$ cat config.mk
export PLATFORM = sky130hd
export DESIGN_NAME = div_repsub
export DESIGN_NICKNAME = d
export VERILOG_FILES = /design/src/rtl/div_repsub.sv
export SDC_FILE = /design/constraint.sdc
export NUM_CORES = 1
export LEC_CHECK = 0
export ABC_AREA = 1
export CORE_MARGIN = 4
export CORE_UTILIZATION = 58
export DETAILED_ROUTE_END_ITERATION = 8
export DONT_BUFFER_PORTS = 1
export PLACE_DENSITY = 0.76
export SYNTH_ARGS = -nofsm -noshare
export SYNTH_HDL_FRONTEND = slang
export SYNTH_SLANG_ARGS = --single-unit
$ cat constraint.sdc
create_clock -name clk -period 1.8 [get_ports clk]
set_input_delay 0.09 -clock clk [delete_from_list [all_inputs] [get_ports clk]]
set_output_delay 0.09 -clock clk [all_outputs]
set_load 0.03 [all_outputs]
$ cat src/rtl/div_repsub.sv
// Unsigned repeated-subtraction divider: one subtract per clock, operands
// loaded serially on data_in (dividend with start, divisor on the next cycle).
module div_repsub #(
  parameter int WIDTH = 16
) (
  input  logic             clk,
  input  logic             rst,
  input  logic             start,
  input  logic [WIDTH-1:0] data_in,
  output logic             busy,
  output logic             done,
  output logic             div_by_zero,
  output logic [WIDTH-1:0] quotient,
  output logic [WIDTH-1:0] remainder
);

  typedef enum logic [1:0] {
    IDLE,
    LOAD_B,
    CALC,
    DONE
  } state_t;

  state_t           state;
  logic [WIDTH-1:0] divisor;
  logic             rem_ge_div;
  logic [WIDTH-1:0] rem_minus_div;

  // The subtract result is only committed when remainder >= divisor, so it never borrows.
  assign rem_ge_div    = (remainder >= divisor);
  assign rem_minus_div = remainder - divisor;

  always_ff @(posedge clk) begin
    if (rst) begin
      state       <= IDLE;
      divisor     <= '0;
      quotient    <= '0;
      remainder   <= '0;
      busy        <= 1'b0;
      done        <= 1'b0;
      div_by_zero <= 1'b0;
    end else begin
      case (state)
        IDLE, DONE: begin
          if (start) begin
            remainder   <= data_in;
            quotient    <= '0;
            div_by_zero <= 1'b0;
            done        <= 1'b0;
            busy        <= 1'b1;
            state       <= LOAD_B;
          end
        end
        LOAD_B: begin
          divisor <= data_in;
          if (data_in == '0) begin
            quotient    <= '1;
            div_by_zero <= 1'b1;
            busy        <= 1'b0;
            done        <= 1'b1;
            state       <= DONE;
          end else begin
            state <= CALC;
          end
        end
        CALC: begin
          if (rem_ge_div) begin
            remainder <= rem_minus_div;
            quotient  <= quotient + WIDTH'(1);
          end else begin
            busy  <= 1'b0;
            done  <= 1'b1;
            state <= DONE;
          end
        end
        default: begin
          state <= IDLE;
        end
      endcase
    end
  end

endmodule

==> results.md, run 1 <==
- Share of cells above drive strength 1: approximately a quarter
- Met1 Use GR: about two fifths
- Hold Fails Final Rpt: 21
- Initial antenna violation count: 0
- Post-placement setup slack: -0.199 ns
- Critical Path RT: approximately 2.1 ns
- Gpl congestion: 0.930
- Die Y: about 88 µm
- Worst-path cell chain: inv_2, ha_4, inv_2, fa_2, nand2_2, nand2_4, nand3_4, nand3_2, nand2_2, nand3_4, buf_12, nand2_4, nand2_1, a21oi_1
- Most numerous cell in the Yosys netlist: nand2_1
- Leakage: around 2.3 nW
- CP arrival: roughly 2.4 ns
- Area share of the largest cell type after synthesis: 28.7%
- Core area: 0.00606 mm²
- Final worst slack: -0.306 ns
- Row count: 28
- RSZ-0062 raised after global routing: yes
- Routed via count: roughly 4500
- Slew of the pin with the lowest slew margin: approximately 0.52 ns
- Failing checks: negative hold slack, negative setup slack
- Finished Cell Area: roughly 0.0050 mm²
- Antenna viol nets, final: 0
- First-pass GRT wire length: approximately 19 mm
- Worst setup EP type: flop
- Crit path max fanout: 4
- Vias/cell: about 5.7
- Headroom to the max-slew limit: about two thirds
- Num ports: 54
- Outcome: complete, but fails checks
- Largest net degree at the start of global routing: approximately 40
- Top post-synthesis cells by count: nand2_1 (182), nor2_1 (81), a21oi_1 (73)
- CTS root buf: clkbuf_8
- Met2 GRT Util: 52.1%
- Iteration-0 DRC Markers: ~380
- Synthesized instance count: roughly 620
- 1st-pass router iterations: 6
- Area grow syn2layout: 36.6%
- Pwr Total: about 11 mW
- Final wirelength: 12.1 mm
- H-tree depth: 2
- Maximum VDD drop: between 1000 and 1500 µV
- Synth area leader: dfxtp_1
- Post-place instance area: around 0.0044 mm²
- DP HPWL: 7.93 mm
- Total clock sinks: 53
- Post-synthesis sequential area ratio: ~29%
- CP top delay family: simple AND/OR/NAND/NOR gates
- Slowest stage delay, CP: ~0.37 ns
- Drc violations: 0
- GRT Overall Usage: a little under a third
- Final Max Tran Viols: 0
- Part of the cycle the worst path needs: 117%
- Crit Path Category: flop to flop
- Syn_area_per_cell: around 6.0 µm²
- WP buf/inv: 3
- Initial Utilization: between 60% and 70%
- #FFs+latches synth: 53
- CTS tree: yes
- Post-Syn Area: 0.00370 mm²
- HP Class: input port to flop
- Fin Clk Skew: 0.0175 ns
- Grt ovf: 0
- GRT busiest layer: met2
- Final setup fails: 36
- Cell area power density: 2130 mW/mm²
- CTS Buf Count: 5
- Critical path's slowest cell: fa_2
- Synthesized Nets: approximately 650
- Min Clock Period, post-route: 2.11 ns
- Wire per inst: around 15 µm
- Reg clk slew, reported paths: 0.11 ns
- Vias in the first global route: just over 4000
- Max cap viols: 0
- Startpoint types: flop
- Clk_lat worst skew: about 0.32 ns
- Die Width: 87.8 µm
- Synth cell types: 32
- Ranking of synthesized cells by area: dfxtp_1 (29%), nand2_1 (18%), a21oi_1 (9.9%), nor2_1 (8.2%), nand3_1 (6.9%)
- Syn. warnings: 0
- Post-synth top flop: dfxtp_1
- Die area: 0.00772 mm²
- WHS: -0.194 ns
- Clock buffer depth: 2
- Final design utilization: a little over four fifths
- Met3 Track Usage GR: 6.59%
- ANT cells: 0
- Max Clk Rate: 475 MHz
- Post-synth ARST share: 0%
- Final nets: about 750
- Port Buffers: 0
- Post-synth EDFFs: 0
==> kinds of logic (layout without fill, tap and decap cells) <==
group / after synthesis / in the layout / share of synthesized area, %
flip-flops: 53 / 53 / 28.7
AO/OA/AOI/OAI: 115 / 115 / 16.4
AND/OR/NAND/NOR: 333 / 335 / 37.6
adder cells (fa/ha/maj): 20 / 20 / 6.97
buffers and inverters: 94 / 193 / 10.3
==> layer usage <==
metal / wire, µm / up-vias
li1: - / 2176
met1: 4950 / 2056
met2: 5730 / 238
met3: 1160 / 32
met4: 252 / 0
met5: 0 / -
==> worst paths after layout <==
check	startpoint	to	slack (ns)	cells after the start
setup / recovery	remainder[0]$_SDFFE_PP0P_	quotient[0]$_SDFFE_PP0P_	-0.31	14
hold / removal	rst	quotient[15]$_SDFFE_PP0P_	-0.19	1
setup reg to reg	remainder[0]$_SDFFE_PP0P_	quotient[0]$_SDFFE_PP0P_	-0.31	14
hold reg to reg	divisor[13]$_SDFFE_PP0P_	divisor[13]$_SDFFE_PP0P_	0.47	2
==> through the flow <==
stage	setup TNS, ns	cells
CTS	-4.70	788
global placement	-2.98	760
finish	-9.34	791
detailed placement	-5.49	760
floorplan	-3.60	615
global route	-12.36	791
==> worst register-to-register path, delay by kind of cell, from the launching register on <==
kind	cells	cell delay [ns]
buffers and inverters	3	0.30
and+or+nand+nor	8	0.74
DFF	1	0.36
adders and majority gates	2	0.51
AOI/OAI and AO/OA	1	0.14
==> power by group <==
part	total, mW	internal (mW)	switching, mW	leakage (nW)
clock	0.832	0.414	0.418	0.0552
sequential	1.86	1.57	0.297	0.436
combinational	8.08	3.31	4.77	1.81
==> cell usage in the layout, fill, tap and decap left out, types with 4 or more instances in the layout <==
cell type      instances
o21ai_0               27
o21bai_1               6
dlygate4sd3_1         14
nor2_1                80
nand2_1              158
a21oi_1               62
ha_1                  18
nand2_4                4
nand3_1               40
buf_12                 7
a21oi_2               13
nand3_2                9
buf_4                 88
nand2_2               22
inv_2                  5
clkbuf_8               5
dfxtp_1               51
nand4_1                5
inv_1                 65
==> state kept, by name (all words and copies together) (netlist names) <==
| name | flops |
|---|---|
| busy | 1 |
| div_by_zero | 1 |
| divisor | 16 |
| done | 1 |
| quotient | 16 |
| remainder | 16 |
| state | 2 |
==> what timing repair did <==
item,CTS,global route
gates cloned,2,0
pin swaps,13,14
endpoints found under the setup margin,37,37
buffers inserted,5,2
gates resized for setup,31,34
hold buffers,13,1
hold endpoints to repair,33,21
==> final cells by class <==
| type | instances | area [µm²] |
|---|---|---|
| clock buffers | 6 | 72.6 |
| clock inverters | 2 | 35.0 |
| fillers | 421 | 1010 |
| inverters | 73 | 289 |
| multi-input cells | 470 | 2520 |
| flip-flops and latches | 53 | 1070 |
| well taps | 75 | 93.8 |
| repair buffers | 112 | 975 |
Note: power is estimated with default switching activity, not from simulation.
==> run 2: changes to the inputs <==
- RECOVER_POWER: not set -> 100
==> run 2 against run 1 <==
Effect of this change:
- the run still ends with negative hold slack, negative setup slack left
- register-to-register slack lost 0.02 ns
- critical endpoint is now quotient[2]$_SDFFE_PP0P_
- sequential share of layout area grew 0.45 points
- via count is essentially flat
- largest cell class unchanged
- cell count is the same
- first-iteration DRC count grew 30%
- critical path depth is the same
==> results.md, run 2 (synthesis gave the netlist of run 1 again) <==
- RSZ-0062 raised after global routing: yes
- Final setup fails: 36 (unchanged)
- Initial antenna violation count: 0 (unchanged)
- Hold Startpoint: rst
- Routed via count: 4498 (-0.089%)
- Worst R2R Start: remainder[0]$_SDFFE_PP0P_
- Initial Utilization: 61.0% (unchanged)
- Worst-path cell chain: inv_2, ha_4, inv_2, fa_2, nand2_2, nand2_4, nand3_4, nand3_2, nand2_2, nand3_4, buf_12, nand2_4, nand2_1, a21oi_2
- Num ports: 54 (unchanged)
- Cell area power density: 2140 mW/mm² (+0.43%)
- Largest net degree at the start of global routing: 41 (unchanged)
- Clock buffer depth: 2 (unchanged)
- Commonest non-fill, non-tap cell in the layout: nand2_1
- Total clock sinks: 53 (unchanged)
- Leakage: 2.18 nW (-5.0%)
- Final design utilization: 81.6% (-1.7 points)
- Final nets: 754 (unchanged)
- CTS root buf: clkbuf_8
- CTS tree: yes
- Die area: 0.00772 mm² (unchanged)
- GRT Overall Usage: 31.3% (unchanged)
- WHS: -0.191 ns (+0.00317 ns)
- Slowest stage delay, CP: 0.38 ns (about the same)
- Failing checks: negative hold slack, negative setup slack
- Headroom to the max-slew limit: 65.8% (+0.58 points)
- Most frequent cells in the layout: nand2_1 (158), nor2_1 (80), inv_1 (65), a21oi_1 (62), buf_4 (59)
- HP Class: input port to flop
- Post-placement setup slack: -0.199 ns (unchanged)
- Wire per inst: 15.2 µm (-0.64%)
- First-pass GRT wire length: 19.3 mm (unchanged)
- Crit path max fanout: 4 (unchanged)
- Max cap viols: 0 (unchanged)
- Port Buffers: 0 (unchanged)
- H-tree depth: 2 (unchanged)
- Maximum VDD drop: 1260 µV (+0.15%)
- Critical Path RT: 2.06 ns (about the same)
- Slew of the pin with the lowest slew margin: 0.512 ns (-0.00869 ns)
- Grt ovf: 0 (unchanged)
- Clk_lat worst skew: 0.32 ns (about the same)
- Die Width: 87.8 µm (unchanged)
- Hold Fails Final Rpt: 21 (unchanged)
- Final wirelength: 12.0 mm (-0.64%)
- ANT cells: 0 (unchanged)
- Min Clock Period, post-route: 2.12 ns (+0.0172 ns)
- Part of the cycle the worst path needs: 118% (+0.96 points)
- Final Max Tran Viols: 0 (unchanged)
- Largest registers: divisor: 16 flops, quotient: 16 flops, remainder: 16 flops
- Drc violations: 0 (unchanged)
- Placed cell count: 760 (unchanged)
- DP HPWL: 7.93 mm (unchanged)
- Vias in the first global route: 4118 (unchanged)
- Core area: 0.00606 mm² (unchanged)
- Row count: 28 (unchanged)
- Share of cells above drive strength 1: 20.8% (-3.9 points)
- Critical path's slowest cell: fa_2
- Crit Path Category: flop to flop
- Startpoint types: flop
- Worst setup startpoint: remainder[0]$_SDFFE_PP0P_
- Iteration-0 DRC Markers: 488 (+30%)
- Outcome: complete, but fails checks
- CTS Buf Count: 5 (unchanged)
- 1st-pass router iterations: 6 (unchanged)
- Area grow syn2layout: 33.7%
- Die Y: 87.8 µm (unchanged)
- Final worst slack: -0.324 ns (-0.0172 ns)
- Reg clk slew, reported paths: 0.11 ns (about the same)
- Non-Filler Instances: 791 (unchanged)
- Fin Clk Skew: 0.0156 ns (-0.00189 ns)
- Max Clk Rate: 471 MHz (-0.81%)
- Gpl congestion: 0.930 (unchanged)
- Antenna viol nets, final: 0 (unchanged)
- CP arrival: 2.38 ns (+0.02 ns)
- Worst setup EP type: flop
- Vias/cell: 5.69 (about the same)
run 2: cell count changes in the layout (fill, tap and decap cells not counted):
| cell | change |
|---|---|
| buf_4 | -29 |
| clkbuf_1 | +28 |
| clkbuf_4 | +1 |
run 2: path summary, 6_finish.rpt:
kind	end	slack, ns	depth (start not counted)
setup reg to reg	quotient[2]$_SDFFE_PP0P_	-0.32	14
hold reg to reg	divisor[13]$_SDFFE_PP0P_	0.47	2
hold / removal	quotient[15]$_SDFFE_PP0P_	-0.19	1
setup / recovery	quotient[2]$_SDFFE_PP0P_	-0.32	14
run 2: what timing repair did:
item	CTS	global route
pin swaps	13	14
endpoints found under the hold margin	33	21
gates cloned	2	0
gates resized for setup	31	34
endpoints found under the setup margin	37	37
setup buffers	5	2
hold buffers	13	1
run 2: area by class of cell:
class	count	area [µm²]
multi-input combinational	470	2520
clock buffer	6	72.6
clock inverter	2	35.0
fill	461	1120
tap	75	93.8
sequential	53	1070
timing repair buffer	112	870
inverter	73	289
run 2: metrics by stage:
stage	power [mW]	TNS (ns)	hold WS, ns	instance area (µm²)
after CTS	10.2	-4.70	-0.190	4890
final	10.6	-9.42	-0.191	4940
after global routing	11.4	-12.42	-0.210	4940
after detailed placement	8.74	-5.49	0.147	4450
after floorplan	6.22	-3.60	0.225	3730
after global placement	8.55	-2.98	0.147	4450
run 2: power breakdown:
group          internal [mW]  switching [mW]
combinational           3.16            4.75
clock                  0.414           0.413
sequential              1.57           0.290
total                   5.14            5.46
run 2: layer usage:
layer	track usage, %	wire, µm	vias up
met5	0	0	-
met4	8.79	221	0
met3	6.59	1340	25
met2	52.1	5660	254
met1	41.1	4800	2035
li1	-	-	2184
run 2: critical path, delay by kind of cell (launching register included):
kind / cells / cell delay (ns)
adders and majority gates: 2 / 0.51
AOI/OAI and AO/OA: 1 / 0.14
DFF: 1 / 0.36
buffers and inverters: 3 / 0.29
and+or+nand+nor: 8 / 0.76
